==> src/rtl/fetch_regs.sv <==
// -----------------------------------------------------------------------------
// fetch_regs
//
// Instruction-side register stage of the multicycle MIPS datapath. Holds the
// PC, the instruction register (IR) and the memory data register (MDR),
// selects the shared-memory address, evaluates the PC update (sequential,
// branch, jump, hold) and decodes the IR fields for the control FSM. A
// retired-fetch counter counts IR captures for bring-up.
//
// Ports
//   clk, rst_n      clock; asynchronous active-low reset
//   pc_write        unconditional PC write (PCWrite)
//   pc_write_cond   PC write gated by alu_zero (PCWriteCond)
//   i_or_d          memory address select: 0 = pc, 1 = alu_out
//   ir_write        capture mem_rdata into IR
//   pc_source       next-PC select: 00 alu_result, 01 alu_out, 10 jump, 11 hold
//   alu_zero        ALU zero flag, same cycle as pc_write_cond
//   alu_result      combinational ALU output
//   alu_out         registered ALU output (ALUOut)
//   mem_rdata       combinational memory read data
//   mem_addr        memory address
//   pc, ir, mdr     architectural registers
//   opcode, rs, rt, rd, funct, imm_sext   fields decoded from the IR register
//   fetch_count     number of IR captures since reset (wraps)
//
// There is no handshake on this block: every register updates on the rising
// edge its enable is high, and mem_addr plus all IR fields are combinational
// from current state, valid in the same cycle.
// -----------------------------------------------------------------------------
module fetch_regs #(
    parameter int                 WIDTH    = 32,
    parameter logic [WIDTH-1:0]   RESET_PC = '0
) (
    input  logic             clk,
    input  logic             rst_n,
    input  logic             pc_write,
    input  logic             pc_write_cond,
    input  logic             i_or_d,
    input  logic             ir_write,
    input  logic [1:0]       pc_source,
    input  logic             alu_zero,
    input  logic [WIDTH-1:0] alu_result,
    input  logic [WIDTH-1:0] alu_out,
    input  logic [WIDTH-1:0] mem_rdata,
    output logic [WIDTH-1:0] mem_addr,
    output logic [WIDTH-1:0] pc,
    output logic [WIDTH-1:0] ir,
    output logic [5:0]       opcode,
    output logic [4:0]       rs,
    output logic [4:0]       rt,
    output logic [4:0]       rd,
    output logic [5:0]       funct,
    output logic [WIDTH-1:0] imm_sext,
    output logic [WIDTH-1:0] mdr,
    output logic [31:0]      fetch_count
);

    logic [WIDTH-1:0] pc_q;
    logic [WIDTH-1:0] ir_q;
    logic [WIDTH-1:0] mdr_q;
    logic [31:0]      fetch_count_q;

    logic             pc_en;
    logic             pc_load;
    logic [WIDTH-1:0] pc_next;

    // Both control lines high is simply an enabled write.
    assign pc_en = pc_write | (pc_write_cond & alu_zero);

    always_comb begin
        pc_next = pc_q;
        pc_load = pc_en;
        unique case (pc_source)
            2'b00:   pc_next = alu_result;
            2'b01:   pc_next = alu_out;
            // Jump target keeps the top nibble of the already-incremented PC.
            2'b10:   pc_next = {pc_q[WIDTH-1:28], ir_q[25:0], 2'b00};
            // 11 holds the PC even when the enable is asserted.
            default: pc_load = 1'b0;
        endcase
    end

    always_ff @(posedge clk or negedge rst_n) begin
        if (!rst_n) begin
            pc_q          <= RESET_PC;
            ir_q          <= '0;
            mdr_q         <= '0;
            fetch_count_q <= '0;
        end else begin
            // Word alignment is enforced on every value written to the PC.
            if (pc_load) begin
                pc_q <= {pc_next[WIDTH-1:2], 2'b00};
            end
            if (ir_write) begin
                ir_q          <= mem_rdata;
                fetch_count_q <= fetch_count_q + 32'd1;
            end
            // MDR samples every cycle; write-back reads it one cycle later.
            mdr_q <= mem_rdata;
        end
    end

    assign mem_addr    = i_or_d ? alu_out : pc_q;
    assign pc          = pc_q;
    assign ir          = ir_q;
    assign mdr         = mdr_q;
    assign fetch_count = fetch_count_q;

    // Fields come from the IR register, never straight from memory data.
    assign opcode   = ir_q[31:26];
    assign rs       = ir_q[25:21];
    assign rt       = ir_q[20:16];
    assign rd       = ir_q[15:11];
    assign funct    = ir_q[5:0];
    assign imm_sext = {{(WIDTH-16){ir_q[15]}}, ir_q[15:0]};

endmodule

==> config.mk <==
export PLATFORM = sky130hd
export DESIGN_NAME = fetch_regs
export DESIGN_NICKNAME = d
export VERILOG_FILES = /design/src/rtl/fetch_regs.sv
export SDC_FILE = /design/constraint.sdc
export NUM_CORES = 1
export LEC_CHECK = 0
export ABC_AREA = 1
export CORE_ASPECT_RATIO = 0.6
export CORE_MARGIN = 3
export CORE_UTILIZATION = 43
export CTS_CLUSTER_SIZE = 28
export DETAILED_ROUTE_END_ITERATION = 10
export PLACE_DENSITY = 0.87
export SYNTH_ARGS = -nofsm -noshare
export SYNTH_HDL_FRONTEND = slang
export SYNTH_SLANG_ARGS = --single-unit
==> constraint.sdc <==
create_clock -name clk -period 2.5 [get_ports clk]
set_clock_uncertainty 0.2 [all_clocks]
set_input_delay 0.375 -clock clk [delete_from_list [all_inputs] [get_ports clk]]
set_output_delay 0.375 -clock clk [all_outputs]
set_load 0.02 [all_outputs]
## Word-level counts from Yosys, hierarchy flattened

Index checks and enable logic that the tools add are counted.

| cells by class | value |
|---|---|
| bitwise operators | 3 |
| add/sub/neg operators | 1 |
| multiplexer cells | 3 |
| eq/ne operators | 2 |
| reductions and logical operators | 6 |

Operators by type and width:

| operator | count |
|---|---|
| one-hot mux 32 bit (3 select lines) | 1 |
| adder 32 x 1 -> 32 bit, second input constant | 1 |
| 2-to-1 mux 32 bit | 1 |
| AND reduction 3 bit | 1 |
| nonzero test 3 bit | 1 |
| OR reduction 3 bit | 1 |
| == test 2 x 1 -> 1 bit, second input constant | 1 |
| == test 2 bit, second input constant | 1 |
| zero test 2 bit | 1 |
| AND reduction 2 bit | 1 |
| nonzero test 2 bit | 1 |
| bitwise AND 1 bit | 1 |
| 2-to-1 mux 1 bit | 1 |
| NOT 1 bit | 1 |
| bitwise OR 1 bit | 1 |

| word-level totals | value |
|---|---|
| logic and storage cells | 20 |
| register bits | 126 |
| input port bits | 105 |
| output and inout port bits | 219 |

## Logic depth before layout (Yosys ltp)

Gate-level depths: netlist of run 1.

| depth | value |
|---|---|
| word-level depth | 4 |
| gate-level depth with buffers | 9 |
| mapped depth without buffers | 8 |

## Worst setup path before layout of run 1

No wires, ideal clock.

| timing | value |
|---|---|
| path type | input to output |
| start point | input i_or_d |
| end point | output mem_addr[23] |
| cell stages on the path | 3 |
| buffers on the path | 2 |
| arrival | 1.204 ns |
| required time | 1.925 ns |
| path slack | 0.721 ns |
| cells stage by stage | clkbuf_1 clkbuf_1 o21ai_0 |

| between the ends | value |
|---|---|
| cells in the longest elaborated chain, start to end | 1 |

Ends and longest elaborated chain:

| what | RTL line | text |
|---|---|---|
| from (decl) | 38 | `input logic i_or_d,` |
| 2-to-1 mux 32 bit | 103 | `assign mem_addr = i_or_d ? alu_out : pc_q;` |
| to (decl) | 45 | `output logic [WIDTH-1:0] mem_addr,` |

No other way between the ends.

## Final worst setup path of run 1

| timing | value |
|---|---|
| start point | register pc_q[3], in the netlist pc[3] |
| end point | output mem_addr[3] |

| between the ends | value |
|---|---|
| cells in the longest elaborated chain, start to end | 1 |

Ends and longest elaborated chain:

| what | RTL line | text |
|---|---|---|
| from (decl) | 58 | `logic [WIDTH-1:0] pc_q;` |
| from (signal assigned) | 92 | `pc_q <= {pc_next[WIDTH-1:2], 2'b00};` |
| 2-to-1 mux 32 bit | 103 |  |

No other way between the ends.

==> metrics.md, run 1 <==
| Metric | Value |
|---|---|
| Outcome | `finished clean` |
| TritonCTS clock tree | `yes` |
| All-Layer GR Usage | `0.252` |
| Slew Viols, Final | `0` |
| CP required | `1.92 ns` |
| Delay-heaviest family, CP | `buffers and inverters` |
| # diodes | `0` |
| Post-synthesis cell type count | `25` |
| GRT overflow | `0` |
| Final instance area | `9760 µm²` |
| Share of layout cells above drive strength 1 | `0.0610` |
| H-tree depth | `4` |
| Type of the worst setup path | `flop to output port` |
| Share of the synthesized area in the top cell type | `0.514` |
| Post-route ant nets | `0` |
| Starting Density | `0.445` |
| DRC | `0` |
| R2R Setup Slk | `0.60 ns` |
| Max-slew headroom | `0.648` |
| Post-Synthesis Cell Area | `6140 µm²` |
| CP endpoint | `mem_addr[3]` |
| Peak Freq | `412 MHz` |
| Synth area leaders | `dfrtp_1, nand2_1, o21ai_0, buf_4, inv_1` |
| Total I/O pin count | `324` |
| Area delta synth->final | `59.0%` |
| Hold Crit Class | `input pin to flop` |
| Site Rows | `33` |
| CTS max path bufs | `2` |
| Seq/Total Area, Yosys | `0.514` |
| Synth warn | `0` |
| Wirelength per Cell | `16.7 µm` |
| Final Hold Vio Count | `0` |
| Critical Path AT | `1.85 ns` |
| VDD IR max | `0.000418 V` |
| Critical-path cell list | `inv_1 > o21ai_0 > clkdlybuf4s50_1` |
| Min cycle time layout | `2.43 ns` |
| CP Buf/Inv Count | `2` |
| Core box area | `13800 µm²` |
| Tcrit/Tclk final | `0.971` |
| Initial antenna violation count | `0` |
| Placed Instance Area | `9150 µm²` |
| Die height | `98.6 µm` |
| TritonRoute pass-1 iters | `5` |
| Max-capacitance violation count | `0` |
| Routed wire length | `20200 µm` |
| Syn_area_per_cell | `8.27 µm²` |
| Launch point of the worst reg-to-reg path | `fetch_count[0]` |
| RePlAce Congestion | `0.875` |
| CP Launch Point | `pc[3]` |
| RSZ-0062 raised after global routing | `no` |
| Reg2Reg Depth | `8` |
| Routed vias | `5857` |
| Crit end category | `output port` |
| Port Buf Inserts | `319` |
| Critical Path Max Stage Delay | `0.69 ns` |
| Initial DRC count | `422` |
| Crit-path max FO | `3` |
| CP max-delay cell | `clkdlybuf4s50_1` |
| Leading area contributor after synthesis | `dfrtp_1` |
| Clock-pin slew on the worst setup and hold paths | `0.06 ns` |
| Vias in the first global route | `5625` |
| Largest net degree at the start of global routing | `65` |
| Clock sink count | `126` |
| Flops & latches, synth | `126` |
| Fill cells | `1048` |
| Worst skew pair latency | `0.40 ns` |
| Lkg Pwr | `0.00429 µW` |
| Chip Width | `160 µm` |
| Inserted Clock Buffers | `17` |
| Layout Nets | `1110` |
| Post-Syn Instances | `742` |
| Power per cell area | `694 nW/µm²` |
| Hpwl dp | `15400 µm` |
| First-pass GRT wire length | `31300 µm` |
| End of the worst register-to-register path | `fetch_count[24]` |
| Die ar. | `15800 µm²` |
| Clock root cell | `clkbuf_16` |
| Cell depth of the worst setup path | `3` |
| Tightest Pin Transition | `0.526 ns` |
| Startpoint types | `flop` |
| Setup_tns | `0 ns` |
| Final setup violation count | `0` |
| Power consumption | `6770 µW` |
| Via density | `4.84` |
==> layer usage <==
metal	part of all wire	global-route usage	vias up
li1	-	-	2794
met3	0.076	0.0638	15
met2	0.49	0.412	248
met4	0.0089	0.0493	0
met1	0.42	0.344	2800
met5	0	0	-
==> flip-flops by register name, summed over array words and instances (netlist names) <==
register	flops
fetch_count	32
mdr	32
ir	32
pc	30
==> how the worst min path moves through the flow <==
| stage | startpoint | to | depth (start not counted) |
|---|---|---|---|
| 2_1_floorplan | rst_n | fetch_count[0] | 0 |
| 3_3_place_gp | rst_n | fetch_count[22] | 1 |
| 3_5_place_dp | rst_n | fetch_count[20] | 1 |
| 4_1_cts | ir_write | ir[0] | 2 |
| 5_1_grt | ir_write | ir[0] | 2 |
| 6_report | ir_write | ir[0] | 2 |
==> layout by cell type (no fill, tap or decap), types with 9 or more instances in the layout <==
cell type / count
dfrtp_1: 125
nor2_1: 26
nand4_1: 9
nand2_1: 194
o21ai_0: 113
clkbuf_16: 17
clkdlybuf4s50_1: 316
xor2_1: 11
inv_1: 91
a21oi_1: 26
nand3_1: 21
==> area by class of cell <==
| cell class | instances | area [µm²] | share of cell area |
|---|---|---|---|
| flip-flops and latches | 126 | 3150 | 0.323 |
| repair buffers | 332 | 3360 | 0.344 |
| multi-input cells | 436 | 2070 | 0.212 |
| well taps | 192 | 240 | 0.0246 |
| clock inverters | 14 | 158 | 0.0162 |
| clock buffers | 18 | 439 | 0.0450 |
| inverters | 91 | 342 | 0.0350 |
==> Yosys cell counts (all sizes together) <==
library cell	instances
conb	1
nand3b	3
a21oi	26
o21ai	114
ha	1
nand3	24
nor2	35
clkbuf	20
nand4	9
buf	70
inv	91
a21o	1
nand2	195
a22o	4
dfrtp	126
nor3	4
xnor2	7
xor2	11
==> repair_timing <==
action,in CTS,in global routing
gates resized for setup,0,1
hold buffers,1,0
setup endpoints to repair,0,19
hold endpoints to repair,126,0
buffers inserted,0,0
==> through the flow <==
| step | hold WS [ns] | worst slack, ns | std cells | util |
|---|---|---|---|---|
| floorplan | -0.121 | 0.721 | 743 | - |
| global placement | 0.0301 | 0.200 | 1176 | 0.663 |
| detailed placement | 0.0298 | 0.179 | 1176 | 0.663 |
| CTS | 0.0670 | 0.0456 | 1209 | 0.707 |
| global route | 0.0944 | 0.0324 | 1209 | 0.708 |
| finish | 0.0860 | 0.0719 | 1209 | 0.708 |
==> cell families (layout without fill, tap and decap cells) <==
family,Yosys count,after routing,share of synthesized area
buffers and inverters,181,455,0.152
AOI/OAI and AO/OA,145,145,0.122
DFF,126,126,0.514
xor gates and xnor gates,18,18,0.0257
other,1,2,0.000611
adders and majority gates,1,1,0.00204
and+or+nand+nor,270,270,0.184
==> report_power, final <==
| part | switching, µW | internal, µW |
|---|---|---|
| Clock | 949 | 1510 |
| Sequential | 208 | 2250 |
| Combinational | 971 | 888 |
| Total | 2130 | 4650 |
(Power assumes the default switching activity.)
==> inputs of run 2 (changes only) <==
- RECOVER_POWER: not set -> 25
==> run 2 against run 1 <==
Register-to-register slack about the same. Routed wire length decreased by 0.20%. Critical path depth unchanged. Largest power group unchanged. Highest routed layer unchanged.
==> metrics.md, run 2 (same netlist as run 1, synthesis figures left out) <==
| Metric | Value |
|---|---|
| Starting Density | `0.445` |
| Wirelength per Cell | `16.7 µm` |
| Commonest non-fill, non-tap cells in the layout | `clkdlybuf4s50_1, nand2_1, dfrtp_1` |
| Commonest non-fill, non-tap cell in the layout | `clkdlybuf4s50_1` |
| Crit-path max FO | `3` |
| Lkg Pwr | `0.00428 µW` |
| Dpl ws | `0.179 ns` |
| Inserted Clock Buffers | `17` |
| Hpwl dp | `15400 µm` |
| Type of the worst setup path | `flop to output port` |
| Clk pwr share | `0.364` |
| Placed Instance Area | `9150 µm²` |
| Switch share | `0.315` |
| Power consumption | `6760 µW` |
| Via density | `4.83` |
| Share of layout cells above drive strength 1 | `0.0590` |
| Tcrit/Tclk final | `0.976` |
| Crit end category | `output port` |
| Die ar. | `15800 µm²` |
| Clock root cell | `clkbuf_16` |
| Vias in the first global route | `5625` |
| Area delta synth->final | `58.7%` |
| Chip Width | `160 µm` |
| Final Hold Vio Count | `0` |
| RePlAce Congestion | `0.875` |
| Post-route ant nets | `0` |
| Total I/O pin count | `324` |
| Final setup violation count | `0` |
| Peak Freq | `410 MHz` |
| Layout Nets | `1110` |
| Max-capacitance violation count | `0` |
| GRT overflow | `0` |
| TritonRoute pass-1 iters | `5` |
| Min cycle time layout | `2.44 ns` |
| Clock sink count | `126` |
| CP max-delay cell | `clkdlybuf4s50_1` |
| VDD IR max | `0.000418 V` |
| Final WS setup | `0.0590 ns` |
| Core box area | `13800 µm²` |
| Die height | `98.6 µm` |
| CP required | `1.92 ns` |
| CTS max path bufs | `2` |
| Post-layout util | `0.706` |
| Port Buf Inserts | `319` |
| Routed wire length | `20200 µm` |
| Pint | `4630 µW` |
| Fill cells | `1053` |
| Initial antenna violation count | `0` |
| Delay-heaviest family, CP | `buffers and inverters` |
| Clock-pin slew on the worst setup and hold paths | `0.06 ns` |
| Largest net degree at the start of global routing | `65` |
| TritonCTS clock tree | `yes` |
| RSZ-0062 raised after global routing | `no` |
| Max-slew headroom | `0.517` |
| H-tree depth | `4` |
| Reg power frac | `0.363` |
| Hold Crit Class | `input pin to flop` |
| Startpoint types | `flop` |
| Site Rows | `33` |
| Critical Path Max Stage Delay | `0.70 ns` |
| DRC | `0` |
| Outcome | `finished clean` |
| Final instance area | `9740 µm²` |
| Power per cell area | `694 nW/µm²` |
| # diodes | `0` |
| Critical-path cell list | `inv_1 > o21ai_0 > clkdlybuf4s50_1` |
| All-Layer GR Usage | `0.252` |
| Setup_tns | `0 ns` |
| CP Buf/Inv Count | `2` |
| Combinational group share of total power | `0.273` |
| Worst skew pair latency | `0.40 ns` |
| Critical Path AT | `1.87 ns` |
| Slew Viols, Final | `0` |
| Sw power | `2130 µW` |
| Initial DRC count | `378` |
| Routed vias | `5838` |
| Tightest Pin Transition | `0.724 ns` |
| First-pass GRT wire length | `31300 µm` |
## run 2: cell count changes in the layout (fill, tap and decap cells not counted)
cell | previous run | this run
buf_4 | 7 | 6
dlygate4sd3_1 | 1 | 33
buf_2 | 2 | 1
clkdlybuf4s50_1 | 316 | 284
clkbuf_4 | 0 | 1
clkbuf_1 | 0 | 2
buf_12 | 6 | 5
## run 2: layout make-up
| class | instances | area [µm²] | area share |
|---|---|---|---|
| timing repair buffer | 332 | 3340 | 0.343 |
| sequential | 126 | 3150 | 0.324 |
| multi-input combinational | 436 | 2070 | 0.212 |
| clock buffer | 18 | 439 | 0.0451 |
| inverter | 91 | 342 | 0.0351 |
| tap | 192 | 240 | 0.0247 |
| clock inverter | 14 | 158 | 0.0162 |
## run 2: metal layers
| metal | GRT usage | share of wire | up-vias |
|---|---|---|---|
| met1 | 0.344 | 0.43 | 2790 |
| met4 | 0.0493 | 0.0089 | 0 |
| li1 | - | - | 2796 |
| met5 | 0 | 0 | - |
| met3 | 0.0638 | 0.075 | 15 |
| met2 | 0.412 | 0.49 | 237 |
## run 2: tightest hold or removal path: cells and delay by family
family,cells,cell delay [ns]
buffers and inverters,1,0.17
AO/OA/AOI/OAI,1,0.06
AND/OR/NAND/NOR,1,0.09
## run 2: power by group through the flow
stage	logic [µW]	clock network, µW	registers [µW]
after floorplan	673	0	2710
after global placement	1840	0	2480
after detailed placement	1860	0	2490
after CTS	1870	2510	2460
after global routing	1970	2600	2490
final	1850	2460	2450
## run 2: worst paths after layout
check | depth (start not counted) | from | endpoint | slack, ns
setup / recovery | 3 | pc[3] | mem_addr[3] | 0.06
hold / removal | 3 | ir_write | ir[0] | 0.16
setup reg to reg | 8 | fetch_count[0] | fetch_count[24] | 0.59
hold reg to reg | 2 | ir[31] | ir[31] | 0.30
max in group asynchronous | 3 | rst_n | ir[15] | 0.51
min in group asynchronous | 2 | rst_n | ir[26] | 0.31
## run 2: what timing repair did
item	CTS	global route
hold buffers	1	0
setup endpoints to repair	0	19
buffers inserted	0	0
endpoints found under the hold margin	126	0
gates resized for setup	0	1
## run 2: stage by stage
stage / hold WS, ns / cells
final: 0.155 / 1209
after global routing: 0.182 / 1209
after CTS: 0.0670 / 1209
after detailed placement: 0.0298 / 1176
after global placement: 0.0301 / 1176
after floorplan: -0.121 / 743
